[config.mk]
export PLATFORM = sky130hd
export DESIGN_NAME = aes_key_scheduler
export DESIGN_NICKNAME = d
export VERILOG_FILES = /design/src/rtl/aes_pkg.sv /design/src/rtl/aes_sbox_word.sv /design/src/rtl/aes_key_scheduler.sv
export SDC_FILE = /design/constraint.sdc
export NUM_CORES = 1
export LEC_CHECK = 0
export ABC_AREA = 0
export CORE_MARGIN = 5
export CORE_UTILIZATION = 23
export CTS_BUF_LIST = sky130_fd_sc_hd__clkbuf_2 sky130_fd_sc_hd__clkbuf_4 sky130_fd_sc_hd__clkbuf_8
export CTS_CLUSTER_DIAMETER = 60
export CTS_CLUSTER_SIZE = 25
export DETAILED_ROUTE_END_ITERATION = 8
export HOLD_SLACK_MARGIN = 0.15
export PLACE_DENSITY = 0.46
export SLEW_MARGIN = 15
export SYNTH_ARGS = -nofsm -noshare
export SYNTH_HDL_FRONTEND = slang
export SYNTH_SLANG_ARGS = --single-unit
export TNS_END_PERCENT = 10
[constraint.sdc]
create_clock -name clk -period 15.37 [get_ports clk]
set_clock_uncertainty 0.15 [all_clocks]
set_input_delay 2.3055 -clock clk [delete_from_list [all_inputs] [get_ports clk]]
set_output_delay 2.3055 -clock clk [all_outputs]
set_load 0.03 [all_outputs]
[src/rtl/aes_pkg.sv]
// Shared types and arithmetic helpers for the AES key-expansion datapath.
package aes_pkg;

  typedef enum logic [1:0] {
    IDLE,
    GEN,
    HOLD,
    FIN
  } state_t;

  localparam logic [7:0] RCON_INIT = 8'h01;

  function automatic int num_rounds(input int nk);
    return nk + 6;
  endfunction

  function automatic int num_words(input int nk);
    return 4 * (num_rounds(nk) + 1);
  endfunction

  // Multiply by x in GF(2^8) modulo the AES polynomial.
  function automatic logic [7:0] xtime(input logic [7:0] b);
    return {b[6:0], 1'b0} ^ (b[7] ? 8'h1b : 8'h00);
  endfunction

  function automatic logic [31:0] rot_word(input logic [31:0] x);
    return {x[23:0], x[31:24]};
  endfunction

endpackage

[src/rtl/aes_sbox_word.sv]
// Combinational SubWord: four parallel AES forward S-box lookups.
module aes_sbox_word (
  input  logic [31:0] data,
  output logic [31:0] subst
);

  localparam logic [7:0] SBOX [256] = '{
    8'h63, 8'h7c, 8'h77, 8'h7b, 8'hf2, 8'h6b, 8'h6f, 8'hc5, 8'h30, 8'h01, 8'h67, 8'h2b, 8'hfe, 8'hd7, 8'hab, 8'h76,
    8'hca, 8'h82, 8'hc9, 8'h7d, 8'hfa, 8'h59, 8'h47, 8'hf0, 8'had, 8'hd4, 8'ha2, 8'haf, 8'h9c, 8'ha4, 8'h72, 8'hc0,
    8'hb7, 8'hfd, 8'h93, 8'h26, 8'h36, 8'h3f, 8'hf7, 8'hcc, 8'h34, 8'ha5, 8'he5, 8'hf1, 8'h71, 8'hd8, 8'h31, 8'h15,
    8'h04, 8'hc7, 8'h23, 8'hc3, 8'h18, 8'h96, 8'h05, 8'h9a, 8'h07, 8'h12, 8'h80, 8'he2, 8'heb, 8'h27, 8'hb2, 8'h75,
    8'h09, 8'h83, 8'h2c, 8'h1a, 8'h1b, 8'h6e, 8'h5a, 8'ha0, 8'h52, 8'h3b, 8'hd6, 8'hb3, 8'h29, 8'he3, 8'h2f, 8'h84,
    8'h53, 8'hd1, 8'h00, 8'hed, 8'h20, 8'hfc, 8'hb1, 8'h5b, 8'h6a, 8'hcb, 8'hbe, 8'h39, 8'h4a, 8'h4c, 8'h58, 8'hcf,
    8'hd0, 8'hef, 8'haa, 8'hfb, 8'h43, 8'h4d, 8'h33, 8'h85, 8'h45, 8'hf9, 8'h02, 8'h7f, 8'h50, 8'h3c, 8'h9f, 8'ha8,
    8'h51, 8'ha3, 8'h40, 8'h8f, 8'h92, 8'h9d, 8'h38, 8'hf5, 8'hbc, 8'hb6, 8'hda, 8'h21, 8'h10, 8'hff, 8'hf3, 8'hd2,
    8'hcd, 8'h0c, 8'h13, 8'hec, 8'h5f, 8'h97, 8'h44, 8'h17, 8'hc4, 8'ha7, 8'h7e, 8'h3d, 8'h64, 8'h5d, 8'h19, 8'h73,
    8'h60, 8'h81, 8'h4f, 8'hdc, 8'h22, 8'h2a, 8'h90, 8'h88, 8'h46, 8'hee, 8'hb8, 8'h14, 8'hde, 8'h5e, 8'h0b, 8'hdb,
    8'he0, 8'h32, 8'h3a, 8'h0a, 8'h49, 8'h06, 8'h24, 8'h5c, 8'hc2, 8'hd3, 8'hac, 8'h62, 8'h91, 8'h95, 8'he4, 8'h79,
    8'he7, 8'hc8, 8'h37, 8'h6d, 8'h8d, 8'hd5, 8'h4e, 8'ha9, 8'h6c, 8'h56, 8'hf4, 8'hea, 8'h65, 8'h7a, 8'hae, 8'h08,
    8'hba, 8'h78, 8'h25, 8'h2e, 8'h1c, 8'ha6, 8'hb4, 8'hc6, 8'he8, 8'hdd, 8'h74, 8'h1f, 8'h4b, 8'hbd, 8'h8b, 8'h8a,
    8'h70, 8'h3e, 8'hb5, 8'h66, 8'h48, 8'h03, 8'hf6, 8'h0e, 8'h61, 8'h35, 8'h57, 8'hb9, 8'h86, 8'hc1, 8'h1d, 8'h9e,
    8'he1, 8'hf8, 8'h98, 8'h11, 8'h69, 8'hd9, 8'h8e, 8'h94, 8'h9b, 8'h1e, 8'h87, 8'he9, 8'hce, 8'h55, 8'h28, 8'hdf,
    8'h8c, 8'ha1, 8'h89, 8'h0d, 8'hbf, 8'he6, 8'h42, 8'h68, 8'h41, 8'h99, 8'h2d, 8'h0f, 8'hb0, 8'h54, 8'hbb, 8'h16
  };

  for (genvar b = 0; b < 4; b++) begin : g_byte
    assign subst[b*8 +: 8] = SBOX[data[b*8 +: 8]];
  end

endmodule

[src/rtl/aes_key_scheduler.sv]
// AES key expansion: generates one schedule word per cycle and hands out each
// 128-bit round key through a valid/ready stall.
module aes_key_scheduler
  import aes_pkg::*;
#(
  parameter int NK = 4
) (
  input  logic            clk,
  input  logic            rst_n,
  input  logic [NK*32-1:0] key_in,
  input  logic            start,
  output logic            busy,
  output logic            rk_valid,
  input  logic            rk_ready,
  output logic [127:0]    rk_data,
  output logic [3:0]      rk_idx,
  output logic            done
);

  localparam int NR = num_rounds(NK);
  localparam int NW = num_words(NK);
  localparam int CW = $clog2(NW);
  localparam logic [3:0] LAST_IDX = 4'(NR);

  state_t state, state_next;

  logic [31:0]   win [NK];
  logic [31:0]   acc [3];
  logic [CW-1:0] cnt;
  logic [2:0]    pos;
  logic [7:0]    rcon;

  logic        in_key;
  logic        use_rot;
  logic        use_mid;
  logic [31:0] prev;
  logic [31:0] sbox_in;
  logic [31:0] sbox_out;
  logic [31:0] f_out;
  logic [31:0] word;

  // win[0] is w[i-NK] and win[NK-1] is w[i-1]; the key words simply rotate
  // through the window during the first NK cycles.
  always_comb begin
    in_key  = cnt < CW'(NK);
    use_rot = (pos == 3'd0);
    use_mid = (NK == 8) && (pos == 3'd4);
    prev    = win[NK-1];
    sbox_in = use_rot ? rot_word(prev) : prev;
    f_out   = prev;
    if (use_rot) begin
      f_out = sbox_out ^ {rcon, 24'h0};
    end else if (use_mid) begin
      f_out = sbox_out;
    end
    word = in_key ? win[0] : (win[0] ^ f_out);
  end

  aes_sbox_word u_sbox (
    .data  (sbox_in),
    .subst (sbox_out)
  );

  always_comb begin
    state_next = state;
    busy       = 1'b0;
    done       = 1'b0;
    case (state)
      IDLE: begin
        if (start) begin
          state_next = GEN;
        end
      end
      GEN: begin
        busy = 1'b1;
        if (cnt[1:0] == 2'd3) begin
          state_next = HOLD;
        end
      end
      HOLD: begin
        busy = 1'b1;
        if (rk_valid && rk_ready) begin
          state_next = (rk_idx == LAST_IDX) ? FIN : GEN;
        end
      end
      FIN: begin
        done       = 1'b1;
        state_next = IDLE;
      end
      default: state_next = IDLE;
    endcase
  end

  always_ff @(posedge clk) begin
    if (!rst_n) begin
      state    <= IDLE;
      cnt      <= '0;
      pos      <= '0;
      rcon     <= RCON_INIT;
      rk_valid <= 1'b0;
      rk_data  <= '0;
      rk_idx   <= '0;
      for (int k = 0; k < NK; k++) begin
        win[k] <= '0;
      end
      for (int k = 0; k < 3; k++) begin
        acc[k] <= '0;
      end
    end else begin
      state <= state_next;
      case (state)
        IDLE: begin
          if (start) begin
            for (int k = 0; k < NK; k++) begin
              win[k] <= key_in[NK*32-1-32*k -: 32];
            end
            cnt    <= '0;
            pos    <= '0;
            rcon   <= RCON_INIT;
            rk_idx <= '0;
          end
        end
        GEN: begin
          for (int k = 0; k < NK-1; k++) begin
            win[k] <= win[k+1];
          end
          win[NK-1] <= word;
          acc[0]    <= acc[1];
          acc[1]    <= acc[2];
          acc[2]    <= word;
          cnt       <= cnt + 1'b1;
          pos       <= (pos == 3'(NK-1)) ? 3'd0 : pos + 3'd1;
          if (!in_key && use_rot) begin
            rcon <= xtime(rcon);
          end
          // The fourth word of a group completes the round key this cycle.
          if (cnt[1:0] == 2'd3) begin
            rk_valid <= 1'b1;
            rk_data  <= {acc[0], acc[1], acc[2], word};
            rk_idx   <= cnt[CW-1:2];
          end
        end
        HOLD: begin
          if (rk_ready) begin
            rk_valid <= 1'b0;
          end
        end
        default: ;
      endcase
    end
  end

endmodule

==> flow_summary.json <==
{
  "drt-initial-drc-count": 5715,
  "dr_wl_met3_um": 18600,
  "status": "finished, final reports clean",
  "rrSetupSlack_ns": 8.82,
  "multi_input_area_um2": 18700,
  "worstPathArrival_ns": 6.88,
  "start_util_pct": 23.1,
  "synth-simple-area-share_pct": 19.2,
  "drive_gt1_share_pct": 8.50,
  "setup_viol": 0,
  "wl_met1_um": 75000,
  "synth_seq_cells": 376,
  "wl_met2_um": 74600,
  "hold_class": "flop to flop",
  "cp-end-kind": "flop",
  "pwr-share-seq_pct": 17.9,
  "min_period_over_period_pct": 42.6,
  "max-cap-violations": 0,
  "post_cts.repair.setup_buffers": 0,
  "worstSetupStartpoint": "pos[0]$_SDFFE_PN0P_",
  "hold_path_depth": 2,
  "wirelength_um": 176000,
  "clock_power_share_pct": 8.0,
  "p_sw_mw": 5.40,
  "grt_pass1_wl_um": 248000,
  "cts_tree": "built",
  "seq_area_frac_synth_pct": 32.1,
  "drv_slew": 0,
  "netlist_instances": 3816,
  "synth_top_family_by_area": "compound AO/OA/AOI/OAI gates",
  "pin_count": 267,
  "p_int_mw": 3.46,
  "gp_congestion": 1.01,
  "setup_tns_ns": 0,
  "rsz0062_at_grt": "no",
  "ff2ff_path_depth": 20,
  "ys.flop_type": "edfxtp_1",
  "cts-buffers-inserted": 30,
  "vias": 34100,
  "ctsHoldBuffers": 0,
  "syn_to_final_growth_pct": 16.1,
  "seq_area_um2": 9770,
  "die_x_um": 374,
  "drt-pass1-iter-count": 6,
  "leakage_nw": 11.7,
  "clkLatencyLatePin_ns": 0.77,
  "period_minus_slack_ns": 6.55,
  "yosys_warnings": 0,
  "relSlewSlack_pct": 17.0,
  "combPwrFrac_pct": 74.2,
  "synth_top_cell_by_area": "edfxtp_1",
  "synthTopCellsByArea": "edfxtp_1 22%, dfxtp_1 10%, nand2_1 7.0%",
  "syn_area_per_cell_um2": 7.97,
  "worst_setup_path_start_kind": "flop",
  "maxUsedRoutingLayer": "met5",
  "p_per_area_nw_per_um2": 251,
  "regToRegEndpoint": "win[3][25]$_DFFE_PP_",
  "die_area_um2": 140000,
  "syn-cell-area_um2": 30400,
  "clockBufferDepth": 3,
  "portBuffers": 266,
  "wl_per_cell_um": 31.4,
  "dieHeight_um": 374,
  "grt_use_total_pct": 23.6,
  "clockRootBuffer": "clkbuf_8",
  "drcViolationCount": 0,
  "synth_edf_count": 224,
  "synth.area.mux_share_pct": 4.68,
  "synth-async-reset-ratio_pct": 0,
  "grt_remaining_overflow": 0,
  "nNetsFinal": 4009,
  "worst-path-max-fanout": 27,
  "critPathKind": "flop to flop",
  "final_util_pct": 26.9,
  "sw_frac_of_total_pct": 61.0,
  "cts.htree.levels": 1,
  "place.detailed.hpwl_um": 124000,
  "row_count": 133,
  "clock_sinks": 376,
  "synth_compound_area_share_pct": 33.3,
  "synth-xor-area-share_pct": 1.46,
  "synth_top_area_share_pct": 22.1,
  "worst_slew_pin_slew_ns": 1.21,
  "r2r-start": "pos[0]$_SDFFE_PN0P_",
  "synthAdderAreaFrac_pct": 2.14,
  "holdCritStartpoint": "rk_data[125]$_SDFFE_PN0P_",
  "post_cts_resized": 0,
  "antenna_found_initial": 10,
  "fillers": 14400,
  "required_ns": 15.70,
  "coreArea_um2": 131000,
  "synth_nets": 4000,
  "vias_per_cell": 6.08,
  "ys_types": 105,
  "grt_max_degree": 140,
  "ant_nets": 0,
  "ir_drop_uv": 103,
  "hold_path_end": "rk_data[125]$_SDFFE_PN0P_",
  "clkSlewWorstSetupHoldPaths_ns": 0.13,
  "grt_pass1_vias": 31500,
  "hold_violations": 0,
  "fmax_mhz": 153
}
## sequential cells by signal, indices dropped and copies added (netlist names)
name and cells:
acc 96, cnt 6, rk_data 128, rk_valid 1, rk_idx 4, pos 3
state 2, rcon 8, win 128
## metrics by stage
stage / setup WS [ns] / instance area, um2 / total power, mW / std cells / hold slack [ns]
2_1_floorplan: 8.29 / 30400 / 5.46 / 3816 / 0.299
5_1_grt: 8.64 / 35300 / 9.12 / 5605 / 0.330
6_report: 8.82 / 35300 / 8.86 / 5610 / 0.311
4_1_cts: 9.08 / 35300 / 8.57 / 5604 / 0.314
3_3_place_gp: 9.09 / 34500 / 7.98 / 5548 / 0.291
3_5_place_dp: 9.12 / 34500 / 7.85 / 5548 / 0.296
## how the worst max path moves through the flow
stage,end,slack (ns),cells after the start
2_1_floorplan,win[0][0]$_DFFE_PP_,8.29,3
3_3_place_gp,win[3][7]$_DFFE_PP_,9.09,15
3_5_place_dp,win[3][25]$_DFFE_PP_,9.12,20
4_1_cts,win[3][25]$_DFFE_PP_,9.08,20
5_1_grt,win[3][25]$_DFFE_PP_,8.64,20
6_report,win[3][25]$_DFFE_PP_,8.82,20
## synth_stat cells (69+ instances only)
master,number
and3_1,75
clkbuf_1,217
o211ai_1,98
nand2_1,570
a31oi_1,69
buf_2,142
nand3_1,97
nor2_1,245
dfxtp_1,152
nor3_1,83
a21oi_1,327
a211oi_1,125
edfxtp_1,224
o21ai_0,261
## power groups by stage
stage | logic, mW | registers [mW] | clock network, mW
after floorplan | 4.00 | 1.46 | 0
after global placement | 6.38 | 1.60 | 0
after detailed placement | 6.25 | 1.60 | 0
after CTS | 6.27 | 1.58 | 0.722
after global routing | 6.77 | 1.60 | 0.757
final | 6.58 | 1.58 | 0.706
## per-layer routing
layer / track usage (%) / up-vias
li1: - / 14600
met1: 32.7 / 16800
met2: 35.4 / 2270
met3: 6.13 / 425
met4: 8.30 / 2
met5: 0 / -
## cell type report
cell class / count / area share (%)
antenna: 6 / 0.0425
multi-input combinational: 2971 / 53.1
tap: 1755 / 6.21
timing repair buffer: 394 / 10.3
inverter: 52 / 0.560
clock buffer: 33 / 1.23
clock inverter: 23 / 0.960
sequential: 376 / 27.6
## cells in the final DEF, fill, tap and decap left out, drive strengths merged, types with 21 or more instances in the layout
master	netlist	final
buf	200	129
mux2i	71	71
a221oi	35	35
and3	75	75
o221ai	31	31
ha	52	52
nand2b	30	30
o22ai	32	32
inv	47	61
a311oi	42	42
o211ai	98	98
a22o	67	67
a31oi	69	69
nand3	97	97
nor3	84	84
nor4	21	21
and2	24	24
clkdlybuf4s50	0	265
mux2	50	50
nand2	571	571
dfxtp	152	152
a21oi	337	337
nor2	245	245
a21o	25	25
o311ai	38	38
edfxtp	224	224
clkbuf	217	33
xnor2	30	30
o21ai	283	283
o31ai	50	50
a211oi	132	132
o2111ai	31	31
## worst max-delay path, stage by stage (launching register included)
cell and delay [ns]:
dfxtp_1 0.35, inv_1 0.08, ha_1 0.49, buf_4 0.34, nand2b_4 0.27, a21oi_2 0.22, buf_4 0.23, inv_1 0.14
ha_1 0.30, buf_4 0.33, clkinv_1 0.44, o31ai_1 0.63, a211oi_1 0.12, a2111oi_0 0.59, buf_4 0.22, o22ai_1 0.07
a22o_1 0.26, o2111a_1 0.14, o31a_1 0.33, xnor2_2 0.46, o21ai_1 0.10
## cells by family (layout without fill, tap and decap cells)
family	after synthesis	after routing
AO/OA/AOI/OAI	1477	1477
XOR/XNOR	50	50
adder cells (fa/ha/maj)	52	52
buffers and inverters	469	502
flip-flops	376	376
multiplexers	126	126
other	0	6
AND/OR/NAND/NOR	1266	1266
(Power assumes the default switching activity.)
